### config.mk
export PLATFORM = sky130hd
export DESIGN_NAME = rv32_instr_enc
export DESIGN_NICKNAME = d
export VERILOG_FILES = /design/src/rtl/rv32_instr_enc_pkg.sv /design/src/rtl/rv32_instr_enc_imm_pack.sv /design/src/rtl/rv32_instr_enc.sv
export SDC_FILE = /design/constraint.sdc
export NUM_CORES = 1
export LEC_CHECK = 0
export ABC_AREA = 1
export ABC_CLOCK_PERIOD_IN_PS = 4200
export CORE_MARGIN = 5
export CORE_UTILIZATION = 33
export DETAILED_ROUTE_END_ITERATION = 8
export DONT_BUFFER_PORTS = 1
export GPL_TIMING_DRIVEN = 0
export HOLD_SLACK_MARGIN = 0.03
export SYNTH_ARGS = -nofsm -noshare
export SYNTH_HDL_FRONTEND = slang
export SYNTH_SLANG_ARGS = --single-unit
### constraint.sdc
create_clock -name clk -period 4.2 [get_ports clk]
set_input_delay 0.21 -clock clk [delete_from_list [all_inputs] [get_ports clk]]
set_output_delay 0.21 -clock clk [all_outputs]
set_load 0.03 [all_outputs]
### src/rtl/rv32_instr_enc_pkg.sv
// rv32_instr_enc_pkg: shared RV32 encoder types, opcode constants and immediate range helper
package rv32_instr_enc_pkg;
  typedef enum logic [2:0] {
    RV32_TYPE_R,
    RV32_TYPE_I,
    RV32_TYPE_S,
    RV32_TYPE_B,
    RV32_TYPE_U,
    RV32_TYPE_J
  } rv32_type_enum_t;
  typedef logic [31:0] rv32_instr_t;
  typedef logic [31:0] rv32_imm_t;
  localparam logic [6:0] OP_IMM = 7'b0010011;
  localparam logic [6:0] STORE  = 7'b0100011;
  localparam logic [6:0] BRANCH = 7'b1100011;
  localparam logic [6:0] LUI    = 7'b0110111;
  localparam logic [6:0] JAL    = 7'b1101111;
  // true when imm[31:lsb] are all copies of the sign bit
  function automatic logic sext_ok(input rv32_imm_t imm, input int unsigned lsb);
    rv32_imm_t s;
    s = rv32_imm_t'($signed(imm) >>> lsb);
    return s == '0 || s == '1;
  endfunction
endpackage

### src/rtl/rv32_instr_enc_imm_pack.sv
// rv32_imm_pack: scatters an immediate into its instruction bit positions and flags unrepresentable values
module rv32_imm_pack
  import rv32_instr_enc_pkg::*;
(
  input  rv32_type_enum_t typ_i,
  input  rv32_imm_t       imm_i,
  output rv32_instr_t     bits_o,
  output logic            err_o
);
  always_comb begin
    bits_o = '0;
    err_o  = 1'b0;
    case (typ_i)
      RV32_TYPE_R: ;
      RV32_TYPE_S: begin
        bits_o = {imm_i[11:5], 13'b0, imm_i[4:0], 7'b0};
        err_o  = !sext_ok(imm_i, 11);
      end
      RV32_TYPE_B: begin
        bits_o = {imm_i[12], imm_i[10:5], 13'b0, imm_i[4:1], imm_i[11], 7'b0};
        err_o  = imm_i[0] || !sext_ok(imm_i, 12);
      end
      RV32_TYPE_U: begin
        bits_o = {imm_i[31:12], 12'b0};
        err_o  = |imm_i[11:0];
      end
      RV32_TYPE_J: begin
        bits_o = {imm_i[20], imm_i[10:1], imm_i[11], imm_i[19:12], 12'b0};
        err_o  = imm_i[0] || !sext_ok(imm_i, 20);
      end
      default: begin
        bits_o = {imm_i[11:0], 20'b0};
        err_o  = typ_i != RV32_TYPE_I || !sext_ok(imm_i, 11);
      end
    endcase
  end
endmodule

### src/rtl/rv32_instr_enc.sv
// rv32_instr_enc: two-stage valid/ready encoder packing decoded RV32 fields into an instruction word
module rv32_instr_enc
  import rv32_instr_enc_pkg::*;
#(
  parameter int CNT_W = 16
) (
  input  logic            clk,
  input  logic            rst,
  input  logic            in_valid,
  output logic            in_ready,
  input  rv32_type_enum_t in_type,
  input  logic [6:0]      in_opcode,
  input  logic [4:0]      in_rd,
  input  logic [4:0]      in_rs1,
  input  logic [4:0]      in_rs2,
  input  logic [2:0]      in_funct3,
  input  logic [6:0]      in_funct7,
  input  rv32_imm_t       in_imm,
  output logic            out_valid,
  input  logic            out_ready,
  output rv32_instr_t     out_instr,
  output logic            out_err,
  output logic [CNT_W-1:0] enc_count,
  output logic [CNT_W-1:0] err_count
);
  rv32_instr_t imm_bits, pack_d, s1_instr_q, s2_instr_q;
  logic imm_err, use_rd, use_rs, use_rs2, use_f7;
  logic s1_valid_q, s1_err_q, s2_valid_q, s2_err_q, s1_adv, s2_adv;
  logic [CNT_W-1:0] enc_q, err_q;
  rv32_imm_pack u_imm_pack (
    .typ_i (in_type),
    .imm_i (in_imm),
    .bits_o(imm_bits),
    .err_o (imm_err)
  );
  // undefined types fall through to the I-type register layout
  assign use_rd  = !(in_type inside {RV32_TYPE_S, RV32_TYPE_B});
  assign use_rs  = !(in_type inside {RV32_TYPE_U, RV32_TYPE_J});
  assign use_rs2 = in_type inside {RV32_TYPE_R, RV32_TYPE_S, RV32_TYPE_B};
  assign use_f7  = in_type == RV32_TYPE_R;
  assign pack_d  = imm_bits | {use_f7 ? in_funct7 : 7'b0, use_rs2 ? in_rs2 : 5'b0,
                               use_rs ? {in_rs1, in_funct3} : 8'b0, use_rd ? in_rd : 5'b0, in_opcode};
  assign s2_adv    = !s2_valid_q || out_ready;
  assign s1_adv    = !s1_valid_q || s2_adv;
  assign in_ready  = s1_adv;
  assign out_valid = s2_valid_q;
  assign out_instr = s2_instr_q;
  assign out_err   = s2_err_q;
  assign enc_count = enc_q;
  assign err_count = err_q;
  always_ff @(posedge clk) begin
    if (rst) begin
      s1_valid_q <= 1'b0;
      s1_instr_q <= '0;
      s1_err_q   <= 1'b0;
      s2_valid_q <= 1'b0;
      s2_instr_q <= '0;
      s2_err_q   <= 1'b0;
      enc_q      <= '0;
      err_q      <= '0;
    end else begin
      if (s1_adv) begin
        s1_valid_q <= in_valid;
        if (in_valid) begin
          s1_instr_q <= pack_d;
          s1_err_q   <= imm_err;
        end
      end
      if (s2_adv) begin
        s2_valid_q <= s1_valid_q;
        if (s1_valid_q) begin
          s2_instr_q <= s1_instr_q;
          s2_err_q   <= s1_err_q;
        end
      end
      if (out_valid && out_ready) begin
        if (~&enc_q) enc_q <= enc_q + CNT_W'(1);
        if (s2_err_q && ~&err_q) err_q <= err_q + CNT_W'(1);
      end
    end
  end
endmodule

Word level (Yosys, flattened, before mapping)
Index checks and enable logic that the tools add are counted.
{"block": "totals", "regBits": 100, "input_bits": 71}
{"block": "classes", "addsub": 2, "eq_ne": 8, "muxes": 6, "n_bitwise": 2, "n_reduce_logical": 30}
{"cell": "32-bit one-hot mux with 5 select lines", "n": 1}
{"cell": "32-bit equality test, second input constant", "n": 3}
{"cell": "32-bit logical NOT", "n": 3}
{"cell": "16-bit by 1-bit adder with 16-bit output, second input constant", "n": 2}
{"cell": "32-bit bitwise OR", "n": 1}
{"cell": "16-bit AND reduction", "n": 2}
{"cell": "12-bit OR reduction", "n": 1}
{"cell": "5-bit two-way mux", "n": 2}
{"cell": "1-bit logical OR", "n": 8}
{"cell": "8-bit two-way mux", "n": 1}
{"cell": "2-bit AND reduction", "n": 4}
{"cell": "7-bit two-way mux", "n": 1}
{"cell": "3-bit by 2-bit equality test with 1-bit output, second input constant", "n": 2}
{"cell": "3-bit equality test, second input constant", "n": 2}
{"cell": "1-bit logical NOT", "n": 6}
{"cell": "1-bit one-hot mux with 5 select lines", "n": 1}
{"cell": "2-bit nonzero test", "n": 2}
{"cell": "3-bit logical NOT", "n": 1}
{"cell": "3-bit by 1-bit inequality test with 1-bit output, second input constant", "n": 1}
{"cell": "3-bit nonzero test", "n": 1}
{"cell": "1-bit logical AND", "n": 2}
{"cell": "1-bit inverter", "n": 1}

Logic depth before layout (Yosys ltp)
Gate-level depths: netlist (run 1).
{"block": "logic_depth", "word_depth": 5, "mapped_depth": 12, "depth_no_buf": 12}

Hierarchy
Synthesis (run 1) repeated with hierarchy kept, for this count alone.
{"block": "unflattened", "hier_cells": 772, "hier_area_um2": 5046.1}
{"module": "rv32_instr_enc", "n_inst": 1, "cells_each": 618, "area_each_um2": 4377.9, "seq_area_each_um2": 2001.9}
{"module": "rv32_imm_pack", "n_inst": 1, "cells_each": 154, "area_each_um2": 668.1, "seq_area_each_um2": 0.0}

Worst setup path after synthesis (run 1)
No wires, ideal clock.
{"block": "synth_timing", "kind": "reg-to-reg", "from": "register err_q[1] (netlist: err_count[1])", "to": "register err_q[13] (netlist: err_count[13])", "t_arrival_ns": 1.671, "required_time_ns": 4.068, "path_slack_ns": 2.397, "path_stages_with_launch": 10, "cell_sequence": "dfxtp_1 ha_1 nand3_1 nor3b_2 nand4_2 nand2_4 inv_2 buf_6 nand2_1 a21oi_2"}
{"block": "synth_between", "elab_chain_len": 4, "word_cells_on_any_way": 5}
{"element": "start: declaration", "line_no": "rv32_instr_enc.sv:29", "rtl": "logic [CNT_W-1:0] enc_q, err_q;"}
{"element": "start signal: assignment", "line_no": "rv32_instr_enc.sv:78", "rtl": "if (s2_err_q && ~&err_q) err_q <= err_q + CNT_W'(1);"}
{"element": "branches (longest 4 deep; another with 16-bit by 1-bit adder with 16-bit output)"}
Parallel ways; which one is timed is not known.
A chain may end at the register's enable or synchronous reset.

Worst setup path after layout (run 1)
{"block": "layout_timing", "from": "register s2_valid_q (netlist: out_valid)", "to": "register s1_instr_q[20]"}
{"block": "layout_between", "elab_chain_len": 4}
{"element": "start: declaration", "line_no": "rv32_instr_enc.sv:28", "rtl": "logic s1_valid_q, s1_err_q, s2_valid_q, s2_err_q, s1_adv, s2_adv;"}
{"element": "start signal: assignment", "line_no": "rv32_instr_enc.sv:70", "rtl": "s2_valid_q <= s1_valid_q;"}
{"element": "1-bit logical NOT", "line_no": "rv32_instr_enc.sv:43", "rtl": "assign s2_adv = !s2_valid_q || out_ready;"}
{"element": "1-bit logical OR", "line_no": "rv32_instr_enc.sv:43"}
{"element": "1-bit logical OR", "line_no": "rv32_instr_enc.sv:44", "rtl": "assign s1_adv = !s1_valid_q || s2_adv;"}
{"element": "named net in_ready", "line_no": "rv32_instr_enc.sv:10", "rtl": "output logic in_ready,"}
{"element": "2-bit AND reduction (no source line)"}
{"element": "end signal: assignment", "line_no": "rv32_instr_enc.sv:65", "rtl": "s1_instr_q <= pack_d;"}
{"element": "end: declaration", "line_no": "rv32_instr_enc.sv:26", "rtl": "rv32_instr_t imm_bits, pack_d, s1_instr_q, s2_instr_q;"}
The timed path passes the listed nets, and every way through them passes these cells.

==> results.yml, run 1 <==
setup_path:
  critPathTopFamily: "buffers and inverters"
  cp_num_buf_inv: 3
  worst-path-stages: 7
  timing.rr.end: "s1_instr_q[20]"
  arrival_ns: 3.08
  r2r-start: "out_valid"
  r2r_setup_slack_ns: 1.37
  critPathKind: "flip-flop to flip-flop"
  startpoint: "out_valid"
  path_max_fanout: 10
  critPathRequiredTime_ns: 4.44
  critPathSlowestCell: "dfxtp_1"
  worstSetupStartpointType: "flip-flop"
  critPathMaxStageDelay_ns: 0.58
  cp_cell_sequence: "nand3_1, nand2_1, inv_1, buf_2, o21ai_0, a31oi_1, dlygate4sd3_1"
  r2r_cells: 7
  end_kind: "flip-flop"
global_route:
  grt_pass1_vias: 4445
  globalRoute.totalOverflow: 0
  grtUsageTotal_pct: 17.1
  grt_antenna_before_repair: 1
  grt_pass1_wl_um: 22700
  grt_max_degree: 21
final_layout:
  nNetsFinal: 824
  area_delta_synth_final_pct: 18.8
  diodes: 0
  drive_above_1_share_pct: 5.42
logic_synthesis:
  ys_seq_area_share_pct: 41.8
  syn_inst: 703
  yosysMostFrequentCell: "nor2_1"
  synth_area_leaders: "dfxtp_1, nor2_1, nand2_1"
  ys.flop_type: "dfxtp_1"
  avgSynthCellArea_um2: 6.81
  synth.largest_area_cell: "dfxtp_1"
  post_synth_instance_area_um2: 4790
  yosys.area.top_type_share_pct: 41.8
  synth_edf_count: 0
  synthTopCellsByCount: "nor2_1, nand2_1, dfxtp_1"
  ys_types: 32
  ys_async_sr_fraction_pct: 0
  syn_nets: 776
  yosys_warnings: 0
  ys_ff_latch: 100
route:
  ant_nets: 0
  first_pass_iters: 5
  drc: 0
  via_per_inst: 4.89
  drt_iter0_drc: 290
  wl_per_cell_um: 15.5
  vias: 4593
  wl_um: 14600
power:
  power.share.clock_pct: 39.8
  p_sw_uw: 622
  cellPowerDensity_nw_per_um2: 374
  total_power_mw: 2.13
  vdd_drop_max_mv: 0.203
  seqPwrFrac_pct: 50.5
  switching_share_pct: 29.2
  leakage_nw: 2.19
  p_int_mw: 1.51
  power_frac_comb_pct: 9.7
clock_network:
  clock_latency_ns: 0.36
  h-tree-depth: 3
  clock_path_buffers: 2
  post_cts_resized: 0
  clk_pin_slew_ns: 0.08
  cts_root_buf: "clkbuf_16"
  numCtsBuffers: 9
  cts_tree: "done"
  cts.sinks: 100
  postCtsSetupBuffers: 0
timing:
  skew_ns: 0.0163
  fmax_mhz: 353
  setup_ws_ns: 1.37
  hold_viol: 0
  fin_setup_tns_ns: 0
  tightest_slew_ns: 0.663
  period_minus_slack_ns: 2.83
  relSlewSlack_pct: 55.8
  fin_crit_sh_pct: 67.4
  rsz0062_at_grt: "false"
  setup_viol: 0
  slew_violations: 0
die:
  core_um2: 14400
  die_w_um: 130
  die_y_um: 130
  start_util_pct: 33.3
  num_io_pins: 138
  num_rows: 44
  die_area_um2: 17000
placed_design:
  dp_slack_ns: 1.78
  hpwl_um: 10900
  io_buffers: 0
  gp_congestion: 0.935
run:
  max-cap-violations: 0
status:
  outcome: "finished clean"
worst_hold_path:
  hold_depth: 2
  holdPathEnd: "s1_instr_q[24]"
  worstHoldPathType: "input port to flip-flop"
  worstHoldStart: "in_imm[4]"
layout by cell type (no fill, tap or decap), drive strengths merged:
cell	n
nor2	148
nand2	144
dfxtp	100
o21ai	75
inv	59
a21oi	45
dlygate4sd3	37
nand3	36
clkbuf	27
a31oi	19
nor3	14
xor2	13
buf	12
xnor2	6
nand4	6
a211oi	5
o22ai	2
ha	2
clkinv	2
nor3b	1
o211ai	1
nor4	1
nand3b	1
power groups by stage:
stage	Sequential, mW	Clock (mW)	Combinational, mW
2_1_floorplan	1.09	0	0.131
4_1_cts	1.08	0.869	0.207
5_1_grt	1.08	0.915	0.236
6_report	1.08	0.848	0.206
3_5_place_dp	1.10	0	0.174
3_3_place_gp	1.10	0	0.172
per-stage QoR:
stage | utilization [%] | instances | hold WS (ns) | area (µm²)
after floorplan | - | 703 | 0.279 | 4790
after global placement | 34.9 | 887 | 0.281 | 5020
after detailed placement | 34.9 | 887 | 0.285 | 5020
after CTS | 39.6 | 940 | 0.0343 | 5690
after global routing | 39.6 | 940 | 0.0389 | 5690
final | 39.6 | 940 | 0.0443 | 5690
flip-flops by register name, summed over array words and instances, names as in the netlist:
signal,count
err_count,16
out_instr,32
s1_err_q,1
s1_instr_q,32
out_err,1
out_valid,1
enc_count,16
s1_valid_q,1
worst register-to-register path: cells and delay by family (launching register included):
family,cells,cell delay [ns]
compound gates,2,0.27
buf+inv,3,0.97
simple gates,2,0.92
flops,1,0.58
kinds of logic after synthesis:
kind of cell / share of synthesized area, %
xor gates and xnor gates: 3.48
DFF: 41.8
and+or+nand+nor: 30.2
buffers and inverters: 7.58
AOI/OAI and AO/OA: 16.4
adders and majority gates: 0.523
repair_timing:
item                       4_1_cts  5_1_grt
setup endpoints to repair        0        0
hold endpoints to repair        27        0
hold buffers                    37        0
cell type report:
| class | instances | area (µm²) |
|---|---|---|
| fill | 1523 | 8680 |
| multi-input combinational | 519 | 2420 |
| sequential | 100 | 2000 |
| timing repair buffer | 37 | 370 |
| tap | 184 | 230 |
| clock buffer | 9 | 225 |
| inverter | 54 | 203 |
| buffer | 30 | 160 |
| clock inverter | 7 | 76.3 |
routing by layer:
metal,global-route usage (%),part of all wire [%],up-vias
li1,-,-,2402
met1,22.0,44,2013
met2,26.4,44,159
met3,7.28,10,17
met4,4.54,1.5,2
met5,0,0.062,-
worst max path at each step:
stage / end / slack (ns)
6_report: s1_instr_q[20] / 1.37
5_1_grt: s1_instr_q[26] / 1.20
4_1_cts: s1_instr_q[20] / 1.33
3_5_place_dp: s1_instr_q[30] / 1.78
3_3_place_gp: s1_instr_q[30] / 1.80
2_1_floorplan: err_count[13] / 2.40
No activity file was read; power rests on OpenSTA's default activity.
==> inputs of run 2 (changes only) <==
ABC_CLOCK_PERIOD_IN_PS = 2900   (was 4200)
clock period = 2.9 ns   (was 4.2 ns; I/O delays follow)
==> results.yml, run 2 (same netlist as run 1, synthesis figures left out) <==
status:
  outcome: "finished clean"
die:
  num_rows: 44
  die_w_um: 130
  num_io_pins: 138
  die_y_um: 130
  core_um2: 14400
  start_util_pct: 33.3
  die_area_um2: 17000
worst_hold_path:
  worstHoldPathType: "input port to flip-flop"
  hold_depth: 2
  holdPathEnd: "s1_instr_q[30]"
  worstHoldStart: "in_imm[10]"
route:
  wl_per_cell_um: 15.5
  drt_iter0_drc: 300
  wl_um: 14800
  first_pass_iters: 5
  vias: 4661
  ant_nets: 0
  drc: 0
  via_per_inst: 4.88
timing:
  fmax_mhz: 368
  rsz0062_at_grt: "false"
  skew_ns: 0.0145
  relSlewSlack_pct: 55.8
  fin_crit_sh_pct: 93.7
  hold_viol: 0
  slew_violations: 0
  setup_ws_ns: 0.184
  fin_setup_tns_ns: 0
  setup_viol: 0
  tightest_slew_ns: 0.664
  period_minus_slack_ns: 2.72
final_layout:
  diodes: 0
  multi_input_area_um2: 2420
  n_fill_cell: 1502
  seq_area_um2: 2000
  post-route-util_pct: 40.7
  mostFrequentLayoutCells: "nor2_1, nand2_1, dfxtp_1"
  area_delta_synth_final_pct: 22.0
  layout_commonest_cell: "nor2_1"
  drive_above_1_share_pct: 5.45
  nNetsFinal: 839
power:
  vdd_drop_max_mv: 0.294
  power_frac_comb_pct: 10.2
  p_sw_uw: 905
  seqPwrFrac_pct: 50.2
  power.share.clock_pct: 39.6
  cellPowerDensity_nw_per_um2: 531
  leakage_nw: 2.26
  p_int_mw: 2.20
  switching_share_pct: 29.2
setup_path:
  path_max_fanout: 10
  r2r-start: "out_valid"
  timing.rr.end: "s1_instr_q[20]"
  critPathMaxStageDelay_ns: 0.58
  end_kind: "flip-flop"
  r2r_setup_slack_ns: 0.18
  r2r_cells: 7
  worstSetupStartpointType: "flip-flop"
  arrival_ns: 2.96
  critPathTopFamily: "buffers and inverters"
  critPathSlowestCell: "dfxtp_1"
  cp_cell_sequence: "nand3_1, nand2_2, inv_1, buf_2, o21ai_0, a31oi_1, dlygate4sd3_1"
  critPathRequiredTime_ns: 3.14
  critPathKind: "flip-flop to flip-flop"
  cp_num_buf_inv: 3
global_route:
  grtUsageTotal_pct: 17.3
  grt_pass1_vias: 4556
  grt_max_degree: 21
  globalRoute.totalOverflow: 0
  grt_pass1_wl_um: 23100
  grt_antenna_before_repair: 1
clock_network:
  postCtsSetupBuffers: 0
  clock_path_buffers: 2
  numCtsBuffers: 9
  h-tree-depth: 3
  clock_latency_ns: 0.36
  clk_pin_slew_ns: 0.08
  cts.sinks: 100
  cts_tree: "done"
  cts_root_buf: "clkbuf_16"
placed_design:
  dp_slack_ns: 0.484
  hpwl_um: 10900
  io_buffers: 0
  gp_congestion: 0.935
run:
  max-cap-violations: 0
==> run 2: changes by cell type in the layout (fill, tap and decap cells not counted) <==
cell and change:
nand2_1 -1, dlygate4sd3_1 +15, nand2_2 +1
==> run 2: layout make-up <==
type / count / share of cell area (%)
Buffer: 30 / 2.74
Clock buffer: 9 / 3.86
Clock inverter: 7 / 1.31
Inverter: 54 / 3.47
Tap cell: 184 / 3.94
Multi-Input combinational cell: 519 / 41.5
Timing Repair Buffer: 52 / 8.91
Sequential cell: 100 / 34.3
==> run 2: worst register-to-register path: cells and delay by family (launching register included) <==
kind	cells	cell delay (ns)
AO/OA/AOI/OAI	2	0.27
buffers and inverters	3	0.94
AND/OR/NAND/NOR	2	0.83
flip-flops	1	0.58
==> run 2: stage by stage <==
step                instances  hold slack (ns)  area (µm²)  power, mW
finish                    955           0.0657        5840       3.10
global placement          887            0.216        5020       1.84
CTS                       955           0.0326        5840       3.13
floorplan                 703            0.214        4790       1.76
detailed placement        887            0.220        5020       1.84
global route              955           0.0570        5840       3.25
==> run 2: power groups by stage <==
stage          Combinational (mW)  Clock [mW]  Sequential, mW
2_1_floorplan               0.190           0            1.57
3_3_place_gp                0.250           0            1.59
3_5_place_dp                0.252           0            1.59
4_1_cts                     0.318        1.26            1.56
5_1_grt                     0.364        1.32            1.57
6_report                    0.318        1.23            1.56
==> run 2: worst max-delay path by stage <==
stage	startpoint	end	slack [ns]	cells past startpoint
after floorplan	err_count[1]	err_count[13]	1.10	9
after global placement	out_valid	s1_instr_q[30]	0.50	6
after detailed placement	out_valid	s1_instr_q[30]	0.48	6
after CTS	out_valid	s1_instr_q[20]	0.03	7
after global routing	out_valid	s1_instr_q[26]	0.06	7
final	out_valid	s1_instr_q[20]	0.18	7
==> run 2: per-layer routing <==
metal	vias to the layer above	part of all wire (%)	GRT usage, %	wire length (µm)
li1	2427	-	-	-
met1	2053	44	22.0	6530
met2	164	45	27.3	6570
met3	15	9.9	7.20	1460
met4	2	1.3	4.42	190
met5	-	0.061	0	9
==> run 2: repair_timing <==
item | CTS | global route
hold endpoints to repair | 34 | 0
hold buffers | 52 | 0
endpoints found under the setup margin | 0 | 13
resized for setup | 0 | 1
==> inputs of run 3 (changes only) <==
CORE_UTILIZATION = 55   (was 33)
PLACE_DENSITY = 0.7   (was unset)
RECOVER_POWER = 100   (was unset)
==> results.yml, run 3 (same netlist as run 1, synthesis figures left out) <==
die:
  start_util_pct: 55.7
  die_y_um: 103
  die_area_um2: 10700
  num_rows: 34
  num_io_pins: 138
  core_um2: 8590
  die_w_um: 103
power:
  p_int_mw: 2.07
  leakage_nw: 2.18
  power.share.clock_pct: 34.3
  power_frac_comb_pct: 10.9
  vdd_drop_max_mv: 0.225
  cellPowerDensity_nw_per_um2: 509
  seqPwrFrac_pct: 54.7
  p_sw_uw: 777
  switching_share_pct: 27.3
  total_power_mw: 2.84
clock_network:
  cts_root_buf: "clkbuf_8"
  clock_latency_ns: 0.36
  clk_pin_slew_ns: 0.10
  postCtsSetupBuffers: 0
  h-tree-depth: 3
  numCtsBuffers: 9
  clock_path_buffers: 2
  cts_tree: "done"
  cts.sinks: 100
route:
  first_pass_iters: 5
  via_per_inst: 5.43
  wl_per_cell_um: 15.5
  drc: 0
  drt_iter0_drc: 199
  wl_um: 13600
  vias: 4765
  ant_nets: 0
setup_path:
  arrival_ns: 2.93
  r2r_setup_slack_ns: 0.22
  path_max_fanout: 10
  end_kind: "flip-flop"
  critPathRequiredTime_ns: 3.15
  worstSetupStartpointType: "flip-flop"
  critPathKind: "flip-flop to flip-flop"
final_layout:
  area_delta_synth_final_pct: 16.7
  instances_no_fill: 877
  drive_above_1_share_pct: 3.51
  n_fill_cell: 805
  layout_commonest_cell: "nor2_1"
  nNetsFinal: 838
  diodes: 0
  mostFrequentLayoutCells: "nor2_1, nand2_1, dfxtp_1"
timing:
  relSlewSlack_pct: 62.3
  fin_crit_sh_pct: 92.2
  skew_ns: 0.0102
  fin_setup_tns_ns: 0
  tightest_slew_ns: 0.566
  period_minus_slack_ns: 2.68
  setup_viol: 0
  rsz0062_at_grt: "false"
  hold_viol: 0
  slew_violations: 0
  fmax_mhz: 374
placed_design:
  hpwl_um: 9930
  gp_congestion: 0.956
  io_buffers: 0
  placedCellCount: 811
global_route:
  grtUsageTotal_pct: 25.5
  grt_antenna_before_repair: 0
  grt_pass1_vias: 4595
  grt_max_degree: 17
  globalRoute.totalOverflow: 0
  grt_pass1_wl_um: 21500
worst_hold_path:
  worstHoldPathType: "input port to flip-flop"
status:
  outcome: "finished clean"
run:
  max-cap-violations: 0
## run 3: area by class of cell
type	count	area, µm²	share of cell area (%)
Sequential cell	100	2000	35.8
Timing Repair Buffer	51	510	9.14
Inverter	54	203	3.63
Buffer	30	118	2.10
Clock buffer	10	128	2.28
Multi-Input combinational cell	519	2410	43.1
Tap cell	108	135	2.42
Clock inverter	5	85.1	1.52
## run 3: layer usage
metal | global-route usage, % | routed length (µm) | vias up
li1 | - | - | 2417
met1 | 29.5 | 5480 | 2149
met2 | 43.5 | 6520 | 170
met3 | 9.26 | 1210 | 29
met4 | 8.86 | 338 | 0
met5 | 0 | 0 | -
## run 3: stage by stage
stage                     area [µm²]  setup WS (ns)  hold WS (ns)  util (%)
after CTS                       5650          0.146        0.0690      65.7
after floorplan                 4790           1.10         0.214         -
final                           5590          0.225        0.0841      65.0
after global routing            5590         0.0775        0.0923      65.0
after detailed placement        4920          0.711         0.219      57.3
after global placement          4920          0.777         0.216      57.3
## run 3: worst max-delay path, stage by stage (launching register included)
cell and delay [ns]:
dfxtp_1 0.60, nand3_2 0.34, nand2_1 0.32, inv_1 0.16, buf_2 0.22, o21ai_0 0.25, a31oi_1 0.10, dlygate4sd3_1 0.58
## run 3: repair_timing
action,4_1_cts,5_1_grt
setup endpoints to repair,0,9
hold buffers,51,0
gates resized for setup,0,1
endpoints found under the hold margin,34,0
## run 3: worst paths after layout
kind | startpoint | endpoint | cells past startpoint
max | out_valid | s1_instr_q[27] | 7
min | in_imm[0] | s1_instr_q[7] | 4
max reg2reg | out_valid | s1_instr_q[27] | 7
min reg2reg | s1_instr_q[1] | s1_instr_q[1] | 2
## run 3: power by group through the flow
stage	Sequential (mW)	Clock [mW]	Combinational [mW]
4_1_cts	1.56	0.985	0.307
6_report	1.56	0.976	0.310
2_1_floorplan	1.57	0	0.190
3_5_place_dp	1.59	0	0.243
3_3_place_gp	1.59	0	0.238
5_1_grt	1.56	1.04	0.350
